<file path="src/rtl/alu_serial_sequencer.sv">
// Bit-serial command master for a 1-bit Alu slice.
// It drives the operands LSB first and keeps the carry locally, so the slice's half-add becomes a full ripple add.
module alu_serial_sequencer #(
  parameter int WIDTH = 8
) (
  input  logic             CLK,
  input  logic             RST_N,
  input  logic             START,
  input  logic [0:1]       OP,
  input  logic [WIDTH-1:0] A_IN,
  input  logic [WIDTH-1:0] B_IN,
  output logic             ALU_A,
  output logic             ALU_B,
  output logic [0:1]       ALU_COMMAND,
  input  logic             ALU_RES,
  input  logic             ALU_CARRY,
  output logic             BUSY,
  output logic             DONE,
  output logic [WIDTH-1:0] RESULT,
  output logic             COUT,
  output logic             ZERO
);

  localparam int CW = $clog2(WIDTH);
  localparam logic [CW-1:0] LAST = CW'(WIDTH - 1);

  typedef enum logic [1:0] {
    S_IDLE,
    S_RUN,
    S_DONE
  } state_t;

  state_t           state, state_next;
  logic [WIDTH-1:0] a_sh, b_sh, res_sh;
  logic [0:1]       op_reg;
  logic             c;
  logic [CW-1:0]    cnt;

  logic             accept, last_bit, is_sum, bit_r, c_next;
  logic [WIDTH-1:0] res_next;

  assign is_sum   = (op_reg == 2'b11);
  assign bit_r    = is_sum ? (ALU_RES ^ c) : ALU_RES;
  assign c_next   = ALU_CARRY | (ALU_RES & c);
  assign res_next = {bit_r, res_sh[WIDTH-1:1]};

  always_ff @(posedge CLK or negedge RST_N) begin
    if (!RST_N) state <= S_IDLE;
    else        state <= state_next;
  end

  always_comb begin
    state_next  = state;
    accept      = 1'b0;
    last_bit    = 1'b0;
    ALU_A       = 1'b0;
    ALU_B       = 1'b0;
    ALU_COMMAND = 2'b00;
    BUSY        = 1'b0;
    DONE        = 1'b0;
    case (state)
      S_IDLE: begin
        if (START) begin
          accept     = 1'b1;
          state_next = S_RUN;
        end
      end
      S_RUN: begin
        BUSY        = 1'b1;
        ALU_A       = a_sh[0];
        ALU_B       = b_sh[0];
        ALU_COMMAND = op_reg;
        if (cnt == LAST) begin
          last_bit   = 1'b1;
          state_next = S_DONE;
        end
      end
      S_DONE: begin
        BUSY       = 1'b1;
        DONE       = 1'b1;
        state_next = S_IDLE;
      end
      default: state_next = S_IDLE;
    endcase
  end

  // Reported outputs only move on the DONE-entry edge so they stay stable across the next RUN.
  always_ff @(posedge CLK or negedge RST_N) begin
    if (!RST_N) begin
      a_sh   <= '0;
      b_sh   <= '0;
      res_sh <= '0;
      op_reg <= '0;
      c      <= 1'b0;
      cnt    <= '0;
      RESULT <= '0;
      COUT   <= 1'b0;
      ZERO   <= 1'b0;
    end else if (accept) begin
      a_sh   <= A_IN;
      b_sh   <= B_IN;
      op_reg <= OP;
      c      <= 1'b0;
      cnt    <= '0;
    end else if (state == S_RUN) begin
      a_sh   <= a_sh >> 1;
      b_sh   <= b_sh >> 1;
      res_sh <= res_next;
      cnt    <= cnt + CW'(1);
      if (is_sum) c <= c_next;
      if (last_bit) begin
        RESULT <= res_next;
        COUT   <= is_sum ? c_next : 1'b0;
        ZERO   <= (res_next == '0);
      end
    end
  end

endmodule

</file>
<file path="config.mk">
export PLATFORM = sky130hd
export DESIGN_NAME = alu_serial_sequencer
export DESIGN_NICKNAME = d
export VERILOG_FILES = /design/src/rtl/alu_serial_sequencer.sv
export SDC_FILE = /design/constraint.sdc
export NUM_CORES = 1
export LEC_CHECK = 0
export ABC_AREA = 1
export BUFFER_PORTS_ARGS = -buffer_cell sky130_fd_sc_hd__buf_2
export CAP_MARGIN = 30
export CORE_MARGIN = 1.5
export CORE_UTILIZATION = 38
export DETAILED_ROUTE_END_ITERATION = 16
export GPL_ROUTABILITY_DRIVEN = 0
export PLACE_DENSITY = 0.63
export SETUP_SLACK_MARGIN = 0.4
export SYNTH_ARGS = -nofsm -noshare
export SYNTH_HDL_FRONTEND = slang
export SYNTH_SLANG_ARGS = --single-unit
</file>
<file path="constraint.sdc">
create_clock -name CLK -period 1.4 [get_ports CLK]
set_input_delay 0.07 -clock CLK [delete_from_list [all_inputs] [get_ports CLK]]
set_output_delay 0.07 -clock CLK [all_outputs]
set_load 0.01 [all_outputs]
</file>
# --- Word level (Yosys, flattened, before mapping) ---
# Cells that the tools add are included.
# W data, S select, Z words.
word_totals:
  output_inout_bits: 16
  input_bits: 23
  register_bits: 42
  wordCells: 53
classes:
  n_addsub: 1
  bitwise_logic: 4
  muxes: 23
  n_reduce_logical: 9
  n_eq_ne: 6
op_table:
  columns: ["cell", "n"]
  rows:
  - ["$mux W8", 4]
  - ["$mux W1", 13]
  - ["$logic_not A8 Y1", 1]
  - ["$mux W2", 3]
  - ["$mux W3", 2]
  - ["$reduce_and A2 Y1", 3]
  - ["$eq A2 B2 Y1 const B", 2]
  - ["$ne A2 B2 Y1 const B", 2]
  - ["$pmux W2 S2", 1]
  - ["$reduce_bool A2 Y1", 2]
  - ["$add A3 B1 Y3 const B", 1]
  - ["$eq A3 B3 Y1 const B", 1]
  - ["$reduce_and A3 Y1", 1]
  - ["$eq A2 B1 Y1 const B", 1]
  - ["$logic_not A2 Y1", 1]
  - ["$reduce_or A2 Y1", 1]
  - ["$and A1 B1 Y1", 1]
  - ["$not A1 Y1", 1]
  - ["$or A1 B1 Y1", 1]
  - ["$xor A1 B1 Y1", 1]

# --- Logic depth before layout (Yosys ltp) ---
depth:
  word_depth: 5
  depth_mapped: 8
  depth_no_buf: 7

# --- Worst setup path after synthesis ---
# OpenSTA, ideal clock, no wires.
synth_timing:
  path_type: "flip-flop to flip-flop"
  from: "register state[0]"
  to: "register a_sh[1]"
  path_buffers: 1
  path_slack_ns: 0.105
  required_ns: 1.276
  path_stages_with_launch: 9
  setup_time_ns: 0.124
  arrival_time_ns: 1.171
  synth_period_minus_slack_ns: 1.295
  path_cell_list: "dfrtp_1 > inv_1 > ha_1 > nand2_4 > inv_6 > nor2_8 > buf_6 > nand2_1 > nand3_1"
synth_between:
  elab_chain_len: 3
  elab_cells_between_ends: 5
  cone_classes: "1 x eq/ne; 2 x mux; 2 x reduce/logical"
synth_lines:
  columns: ["item", "line", "rtl"]
  rows:
  - ["from (decl)", "33", "state_t state, state_next;"]
  - ["from (signal assigned)", "49", "else state <= state_next;"]
  - ["$logic_not A2 Y1", "61", "case (state)"]
  - ["$mux W1", "61", null]
  - ["$mux W8 or $reduce_bool A2 Y1 (tied branches)", null, null]
  - ["to (signal assigned)", "106", "a_sh <= a_sh >> 1;"]
  - ["to (decl)", "34", "logic [WIDTH-1:0] a_sh, b_sh, res_sh;"]
# Parallel ways exist; a longest one is shown, timed or not.
# A chain may end at the register's enable or synchronous reset.

# --- Worst setup path after layout ---
layout_timing:
  from: "register state[1]"
  to: "output ALU_B"
layout_between:
  elab_chain_len: 2
layout_lines:
  columns: ["item", "line", "rtl"]
  rows:
  - ["$eq A2 B1 Y1", "61", null]
  - ["$mux W1", "61", null]
  - ["to (decl)", "13", "output logic ALU_B,"]
# Every way passes these cells.

==> reports/metrics.cfg <==
[floorplan]
dieArea_um2=5400
start_util_pct=39.7
fp.dieW_um=73.5
core_um2=4750
fp.dieH_um=73.5
placementRows=25
io_pins=39

[hold_path]
hold-path-cell-count=3
min_to=b_sh[2]
min_from=B_IN[2]
hp-class=in2reg

[finish]
multi_input_area_um2=1000
fin_util_pct=62.9
reg_top3=RESULT x8, a_sh x8, b_sh x8
area_delta_synth_final_pct=58.5
fin_nets=333
antenna-diode-count=0
stdcell_count=369
mostFrequentLayoutCells=nand2_1 (70), dfrtp_1 (40), buf_2 (32)
regArea_um2=1030
fillCellCount=397
layout-drive-gt1-share_pct=44.4
final_area_um2=2990
layout.cells.most_common=nand2_1

[detailed_routing]
drc=0
dr.first_iter.drc_count=138
dr.pass1.iters=4
wl_um=4760
wl_per_cell_um=12.9
vias=1722
vias_per_cell=4.67
ant_nets=0

[yosys]
synth_area_leaders=dfrtp_1 (54%), nand2_1 (20%), ha_1 (5.3%)
yosysUniqueCellTypes=21
ys_ff_latch=41
yosys_warnings=0
avgSynthCellArea_um2=8.66
syn-cell-area_um2=1890
synth_top_area_share_pct=54.4
yosysSeqAreaShare_pct=54.4
netlist_instances=218
syn_nets=249
synth_top_cell_by_area=dfrtp_1

[flow_run]
drv_cap=0

[setup_path]
crit_fanout=8
crit_family=flip-flops
cp_common_cell=inv_2
setup.worst_path.class=reg2out
r2r-end=b_sh[6]
start_kind=flop
worstPathCellList=inv_2, ha_4, nand2_2, inv_2, buf_6
rr_worst_depth=8
r2r_start=state[0]
crit_buf_inv=3
cp_slowest_cell=dfrtp_1
max_stage_delay_ns=0.39
critPathArrivalTime_ns=1.30
r2r_slack_ns=0.04
worstPathRequired_ns=1.33
worstSetupEndpointType=primary output

[global_routing]
grt_pass1_vias=1636
grt_max_degree=23
antenna_found_initial=0
grt-ovfl-total=0
grt_first_pass_wirelength_um=7490
track_usage_pct=18.3

[outcome]
status=completed

[placement]
dpl-instance-area_um2=2180
io_buffers=38
dp_slack_ns=0.0352
dpl.cell_count=320
hpwlAfterDp_um=2590

[sta]
fmax_ghz=0.730
setup_viol=0
layout_setup_ws_ns=0.0302
slew_headroom_pct=67.2
tightest_slew_ns=0.492
rsz0062_at_grt=yes
fin_skew_ns=0.00233
finalHoldViolations=0
finalCriticalPeriod_ns=1.37
slew_violations=0
finalCritPeriodShare_pct=97.8

[clocking]
numCtsBuffers=5
cts.htree.levels=2
clock_latency_ns=0.29
cts.sinks=41
clockBufferDepth=2
cts_tree=done
clk_pin_slew_worst_paths_ns=0.08
cts_root_buf=clkbuf_8

[power]
vdd_drop_max_uv=863
power.density_nw_per_um2=1940
p_leak_nw=1.54

[metrics by stage]
| stage | total power (W) | hold slack, ns | setup TNS (ns) |
|---|---|---|---|
| finish | 0.00580 | 0.0268 | 0 |
| global route | 0.00621 | 0.0377 | -0.0369 |
| CTS | 0.00531 | 0.000816 | 0 |
| detailed placement | 0.00366 | 0.0587 | 0 |
| global placement | 0.00363 | 0.0577 | 0 |
| floorplan | 0.00328 | -0.226 | 0 |
[cells by family after synthesis]
family	after synthesis	synth area share, %
simple gates	135	30.7
flops	41	54.4
buf+inv	21	6.10
compound gates	13	3.51
fa+ha+maj	8	5.31
[worst max path at each step]
| stage | start | endpoint | slack, ns | cells past startpoint |
|---|---|---|---|---|
| after floorplan | state[0] | a_sh[1] | 0.15 | 8 |
| after global placement | state[0] | b_sh[1] | 0.07 | 7 |
| after detailed placement | state[0] | a_sh[2] | 0.04 | 7 |
| after CTS | state[1] | ALU_COMMAND[1] | 0.05 | 5 |
| after global routing | state[1] | ALU_B | -0.01 | 5 |
| final | state[1] | ALU_B | 0.03 | 5 |
[repair_timing]
item                       4_1_cts  5_1_grt
hold buffers                    18        0
pin swaps                        7       18
setup buffers                   12        6
gates cloned                     6        0
resized for setup               32       59
setup endpoints to repair       47       47
hold endpoints to repair        36        0
[cell type report]
cell class	count	area share, %
clock inverter	2	1.17
tap	67	2.80
inverter	15	2.64
clock buffer	5	2.30
sequential	41	34.4
timing repair inverter	2	0.502
timing repair buffer	79	22.7
multi-input combinational	158	33.5
[metal layers]
layer	up-vias	track usage [%]	part of all wire, %
met1	826	24.2	45
met5	-	0	0
li1	849	-	-
met2	42	29.4	50
met4	0	6.38	1.0
met3	5	4.12	4.1
[synthesized netlist by cell type]
master,number
o21ai_1,4
nand2_2,2
inv_2,2
dfrtp_1,41
buf_2,1
o21ai_0,6
nand3b_1,1
nor2_8,1
nor2_1,12
nand3_1,17
buf_4,2
a21oi_1,2
nand2_4,1
buf_6,3
ha_1,8
nand2_1,99
inv_6,1
a31oi_1,1
or2_4,1
inv_1,12
nand3_4,1
[worst reg2reg max path: stages, from the launching register on]
cell and delay (ns):
dfrtp_2 0.42, inv_4 0.06, ha_4 0.17, nand2_8 0.12, inv_12 0.06, buf_12 0.13, nor2_4 0.19, nand2_1 0.08
nand3_1 0.07
[report_power, final]
group / switching, W / leakage, nW / total (W) / internal [W]
registers: 0.000319 / 0.527 / 0.00195 / 0.00163
logic: 0.00155 / 0.956 / 0.00292 / 0.00137
clock network: 0.000402 / 0.0540 / 0.000920 / 0.000518
total: 0.00227 / 1.54 / 0.00580 / 0.00353
No activity file was read; power rests on OpenSTA's default activity.
